===== src/rtl/cpu_pkg.sv =====
// Shared definitions for the CPU controller, the bus arbiter and the top level:
// arbiter state encoding and the control-word bit positions.
`timescale 1ns/1ps
package cpu_pkg;

    // Bus ownership states; the encoding is also exported on the debug owner port
    typedef enum logic [1:0] {
        ST_CPU      = 2'd0,
        ST_DRAIN    = 2'd1,
        ST_LDR      = 2'd2,
        ST_HANDBACK = 2'd3
    } arb_state_t;

    // Control-word bit indices, MSB first: {hlt, pc_inc, ..., adder_en}
    localparam int HLT      = 11;
    localparam int PC_INC   = 10;
    localparam int PC_EN    = 9;
    localparam int MAR_LOAD = 8;
    localparam int MEM_EN   = 7;
    localparam int IR_LOAD  = 6;
    localparam int IR_EN    = 5;
    localparam int A_LOAD   = 4;
    localparam int A_EN     = 3;
    localparam int B_LOAD   = 2;
    localparam int SUB      = 1;
    localparam int ADDER_EN = 0;

endpackage


===== src/rtl/bus_arbiter.sv =====
// Bus arbiter between the microcode controller (default owner) and the external
// loader/debug port. The loader is only granted at an instruction boundary, the
// CPU clock is stalled while the loader owns the bus, a grant is bounded to
// MAX_HOLD cycles, and the CPU gets CPU_QUANTUM whole instructions after every
// handback before the loader can win again.
`timescale 1ns/1ps
module bus_arbiter
    import cpu_pkg::*;
#(
    parameter int              CW_W        = 12,
    parameter int              MAX_HOLD    = 64,
    parameter int              CPU_QUANTUM = 2,
    parameter logic [CW_W-1:0] LDR_MASK    = 12'h3FF
) (
    input  logic            clk,
    input  logic            rst,
    input  logic [CW_W-1:0] cpu_ctrl,
    input  logic            cpu_instr_end,
    input  logic            ldr_req,
    input  logic [CW_W-1:0] ldr_ctrl,
    output logic            ldr_gnt,
    output logic            cpu_stall,
    output logic [CW_W-1:0] ctrl_out,
    output logic            timeout_err,
    output logic [1:0]      owner
);

    // MAX_HOLD >= 2 keeps HOLD_W >= 1; a zero quantum still needs a 1-bit counter
    localparam int HOLD_W  = $clog2(MAX_HOLD);
    localparam int QUANT_W = (CPU_QUANTUM > 0) ? $clog2(CPU_QUANTUM + 1) : 1;

    localparam logic [HOLD_W-1:0]  HOLD_LAST    = HOLD_W'(MAX_HOLD - 1);
    localparam logic [QUANT_W-1:0] QUANT_RELOAD = QUANT_W'(CPU_QUANTUM);

    arb_state_t         state;
    logic [HOLD_W-1:0]  hold_cnt;
    logic [QUANT_W-1:0] quantum_cnt;
    logic               rearm;
    logic               cpu_halted;

    // A halted CPU sits permanently at an instruction boundary
    assign cpu_halted = cpu_ctrl[HLT];

    // Ownership FSM together with the hold/quantum counters and the timeout flags
    always_ff @(posedge clk or negedge rst) begin
        if (!rst) begin
            state       <= ST_CPU;
            hold_cnt    <= '0;
            quantum_cnt <= '0;
            timeout_err <= 1'b0;
            rearm       <= 1'b1;
        end else begin
            case (state)
                ST_CPU: begin
                    if (cpu_instr_end && (quantum_cnt != '0)) begin
                        quantum_cnt <= quantum_cnt - 1'b1;
                    end
                    if (ldr_req && rearm && ((quantum_cnt == '0) || cpu_halted)) begin
                        state <= ST_DRAIN;
                    end
                end
                ST_DRAIN: begin
                    if (!ldr_req) begin
                        state <= ST_CPU;
                    end else if (cpu_instr_end || cpu_halted) begin
                        state <= ST_LDR;
                    end
                end
                ST_LDR: begin
                    if (!ldr_req) begin
                        state <= ST_HANDBACK;
                    end else if (hold_cnt == HOLD_LAST) begin
                        state       <= ST_HANDBACK;
                        timeout_err <= 1'b1;
                        rearm       <= 1'b0;
                    end else begin
                        hold_cnt <= hold_cnt + 1'b1;
                    end
                end
                ST_HANDBACK: begin
                    hold_cnt    <= '0;
                    quantum_cnt <= QUANT_RELOAD;
                    state       <= ST_CPU;
                end
                default: begin
                    state <= ST_CPU;
                end
            endcase
            // A timed-out loader must show one idle request cycle before it can win again
            if (!ldr_req) begin
                rearm <= 1'b1;
            end
        end
    end

    // Grant, stall and debug owner come straight from the registered state
    assign ldr_gnt   = (state == ST_LDR);
    assign cpu_stall = (state == ST_LDR) || (state == ST_HANDBACK);
    assign owner     = state;

    // Control-word source select; the turnaround cycle drives nothing
    always_comb begin
        ctrl_out = cpu_ctrl;
        case (state)
            ST_LDR:      ctrl_out = ldr_ctrl & LDR_MASK;
            ST_HANDBACK: ctrl_out = '0;
            default:     ctrl_out = cpu_ctrl;
        endcase
    end

endmodule


===== config.mk =====
export PLATFORM = sky130hd
export DESIGN_NAME = bus_arbiter
export DESIGN_NICKNAME = d
export VERILOG_FILES = /design/src/rtl/cpu_pkg.sv /design/src/rtl/bus_arbiter.sv
export SDC_FILE = /design/constraint.sdc
export NUM_CORES = 1
export LEC_CHECK = 0
export ABC_AREA = 1
export CORE_MARGIN = 3
export CORE_UTILIZATION = 38
export DETAILED_ROUTE_END_ITERATION = 10
export PLACE_DENSITY = 0.79
export SYNTH_ARGS = -nofsm -noshare
export SYNTH_HDL_FRONTEND = slang
export SYNTH_SLANG_ARGS = --single-unit

===== constraint.sdc =====
create_clock -name clk -period 1.6 [get_ports clk]
set_clock_uncertainty 0.05 [all_clocks]
set_input_delay 0.16 -clock clk [delete_from_list [all_inputs] [get_ports clk]]
set_output_delay 0.16 -clock clk [all_outputs]
set_load 0.02 [all_outputs]

==> key figures <==
Synthesis
  – Ys Warns: 0
  – Seq cells post-synth: 12
  – Cells after Synth: 109
  – Sequential-to-total area share from yosys stat: 36.4%
  – Net Count, Synth: 139
  – Mapped cell area: 828 sq um
  – Mean Syn Cell Area: 7.60 sq um
  – Distinct cells, synth: 24

Global routing
  – M1 GR Usage: 18.9%
  – Initial antenna violation count: 0
  – Global route hottest layer: met2
  – GRT Util Overall: 17.8%
  – Global-route wire length before repair: 3670 um
  – Met3 Resource Use GR: 5.98%
  – Overflow after GRT: 0
  – Vias in the first global route: 863
  – Met2 Use GR: 33.5%
  – Largest net degree at the start of global routing: 13

Power and ir drop
  – Worst VDD drop: 0.000952 V
  – Pwr dens: 1380 nW/um^2
  – Total power: 0.00176 W
  – Leak pwr: 0.668 nW

CTS
  – H-tree depth: 1
  – Worst-path clk slew: 0.07 ns
  – Post-CTS setup buffer count: 0
  – Clock Latency Late Sink: 0.27 ns
  – Root Driver: clkbuf_4
  – Clk sinks: 12
  – CTS tree: yes
  – Hold buffers post-CTS: 0
  – Total CTS buffers: 3
  – Longest Clk Path Bufs: 2

Final layout
  – Filler Cell Count: 185
  – Most common cell after layout, fill and taps aside: clkdlybuf4s50_1
  – Share of layout cells above drive strength 1: 17.9%
  – Diodes inserted: 0
  – Fin util: 63.3%
  – Layout area overhead: 54.5%
  – Post-layout nets: 187
  – Commonest non-fill, non-tap cells in the layout: clkdlybuf4s50_1, nand2_1, inv_1

Worst setup path
  – CP Capture Type: output pin
  – Critical path required time: 1.39 ns
  – Worst Reg-to-Reg Cells: 6
  – Arr. time, crit path: 1.31 ns
  – WS Path Type: reg2out
  – Critical path peak fanout: 11
  – Worst setup SP type: flop

Drt
  – DRT iter0 DRCs: 5
  – Routed Wire Length: 2370 um
  – DRC Markers: 0
  – Post-route ant nets: 0
  – Via density per instance: 4.90
  – Pre-antenna DRT Iters: 4
  – WL/cell: 13.0 um
  – Via count: 896

Outcome
  – Status: finished clean

Floorplanning
  – Core ar.: 2020 sq um
  – Die height: 52.7 um
  – Die X: 52.7 um
  – # rows: 16
  – Ports: 45
  – Die Area: 2780 sq um
  – Initial Util: 41.0%

Hold path
  – Worst hold path type: in2async

Placement
  – Buffers on Ports: 42
  – Final HPWL DP: 1930 um
  – Worst slack, placed: -0.0421 ns
  – GPL Wtd Cong: 0.829

Timing
  – Setup violations, final: 0
  – RSZ-0062 raised after global routing: no
  – Slew headroom: 65.1%
  – Worst setup margin: 0.0783 ns
  – Final Hold Viols: 0
  – Final worst path period share: 95.1%
  – Setup TNS: 0 ns
  – Fmax: 657 MHz
  – Tmin final: 1.52 ns
  – Slew @ Worst Pin: 0.521 ns
  – Pins Over Slew Limit: 0

Flow run
  – Max Cap Viol: 0
registers in the layout, summed over array words and instances, names as in the netlist, named ones only:
name,cells
hold_cnt,6
owner,1
quantum_cnt,2
rearm,1
timeout_err,1
power by group:
part,internal [W],switching (W),total (W)
clock network,0.000138,0.0000998,0.000238
registers,0.000402,0.0000875,0.000489
logic,0.000436,0.000601,0.00104
per-layer routing:
metal	vias to the layer above	part of all wire, %
met4	0	1.1
li1	459	-
met3	5	13
met2	44	47
met5	-	0
met1	388	39
what timing repair did:
action	in CTS	in global routing
pin swaps	0	0
cloned	0	0
endpoints found under the hold margin	0	0
setup endpoints to repair	16	10
gates resized for setup	37	10
cell usage after synthesis:
cell type / count / share of area, %
nor3_1: 1 / 0.60
nand4_1: 4 / 3.0
dfstp_2: 1 / 3.2
a22o_1: 10 / 11
o21a_1: 1 / 0.91
buf_4: 1 / 0.91
nand3b_1: 1 / 0.91
dfrtp_1: 11 / 33
o21ai_0: 6 / 3.6
nand2_4: 2 / 2.7
inv_2: 2 / 0.91
buf_6: 1 / 1.4
o21ai_4: 1 / 2.0
nand3_1: 12 / 7.3
a21oi_1: 1 / 0.60
clkbuf_1: 1 / 0.45
buf_2: 1 / 0.60
o21bai_1: 1 / 0.91
nand2_2: 1 / 0.76
nand3_2: 1 / 1.2
nor2_1: 11 / 5.0
nand2_1: 21 / 9.5
ha_1: 2 / 3.0
inv_1: 15 / 6.8
per-stage QoR:
stage | hold WS [ns] | instances | instance area (sq um)
detailed placement | 0.400 | 179 | 1290
finish | 0.181 | 183 | 1280
floorplan | -0.186 | 109 | 828
CTS | 0.198 | 183 | 1330
global route | 0.211 | 183 | 1280
global placement | 0.395 | 179 | 1290
final cells by class:
class | count | area, sq um | share of cell area (%)
multi-input cells | 76 | 435 | 34.0
repair buffers | 47 | 407 | 31.8
flip-flops and latches | 12 | 302 | 23.6
inverters | 17 | 66.3 | 5.18
clock buffers | 4 | 36.3 | 2.83
well taps | 27 | 33.8 | 2.64
worst max-delay path, cell delays in order (launching register included):
cell and delay (ns):
dfrtp_1 0.40, inv_2 0.06, nand2_1 0.08, inv_4 0.12, a22o_1 0.13, clkdlybuf4s15_2 0.25
path summary, 6_finish.rpt:
kind                            slack, ns                 endpoint                     from
max in group asynchronous            0.96        rearm$_DFFE_PN1P_                      rst
worst max register to register       0.24  hold_cnt[3]$_DFFE_PN0P_  hold_cnt[0]$_DFFE_PN0P_
min in group clk                     0.42  timeout_err$_DFFE_PN0P_  timeout_err$_DFFE_PN0P_
worst min-delay path                 0.18  timeout_err$_DFFE_PN0P_                      rst
worst max-delay path                 0.08              ctrl_out[0]     owner[0]$_DFFE_PN0P_
worst min register to register       0.42  timeout_err$_DFFE_PN0P_  timeout_err$_DFFE_PN0P_
cell families (layout without fill, tap and decap cells):
kind of cell / Yosys count / after routing / share of synthesized area, %
simple gates: 54 / 54 / 31.0
buf+inv: 21 / 68 / 11.0
compound gates: 20 / 20 / 18.6
flops: 12 / 12 / 36.4
fa+ha+maj: 2 / 2 / 3.02
(Power assumes the default switching activity.)
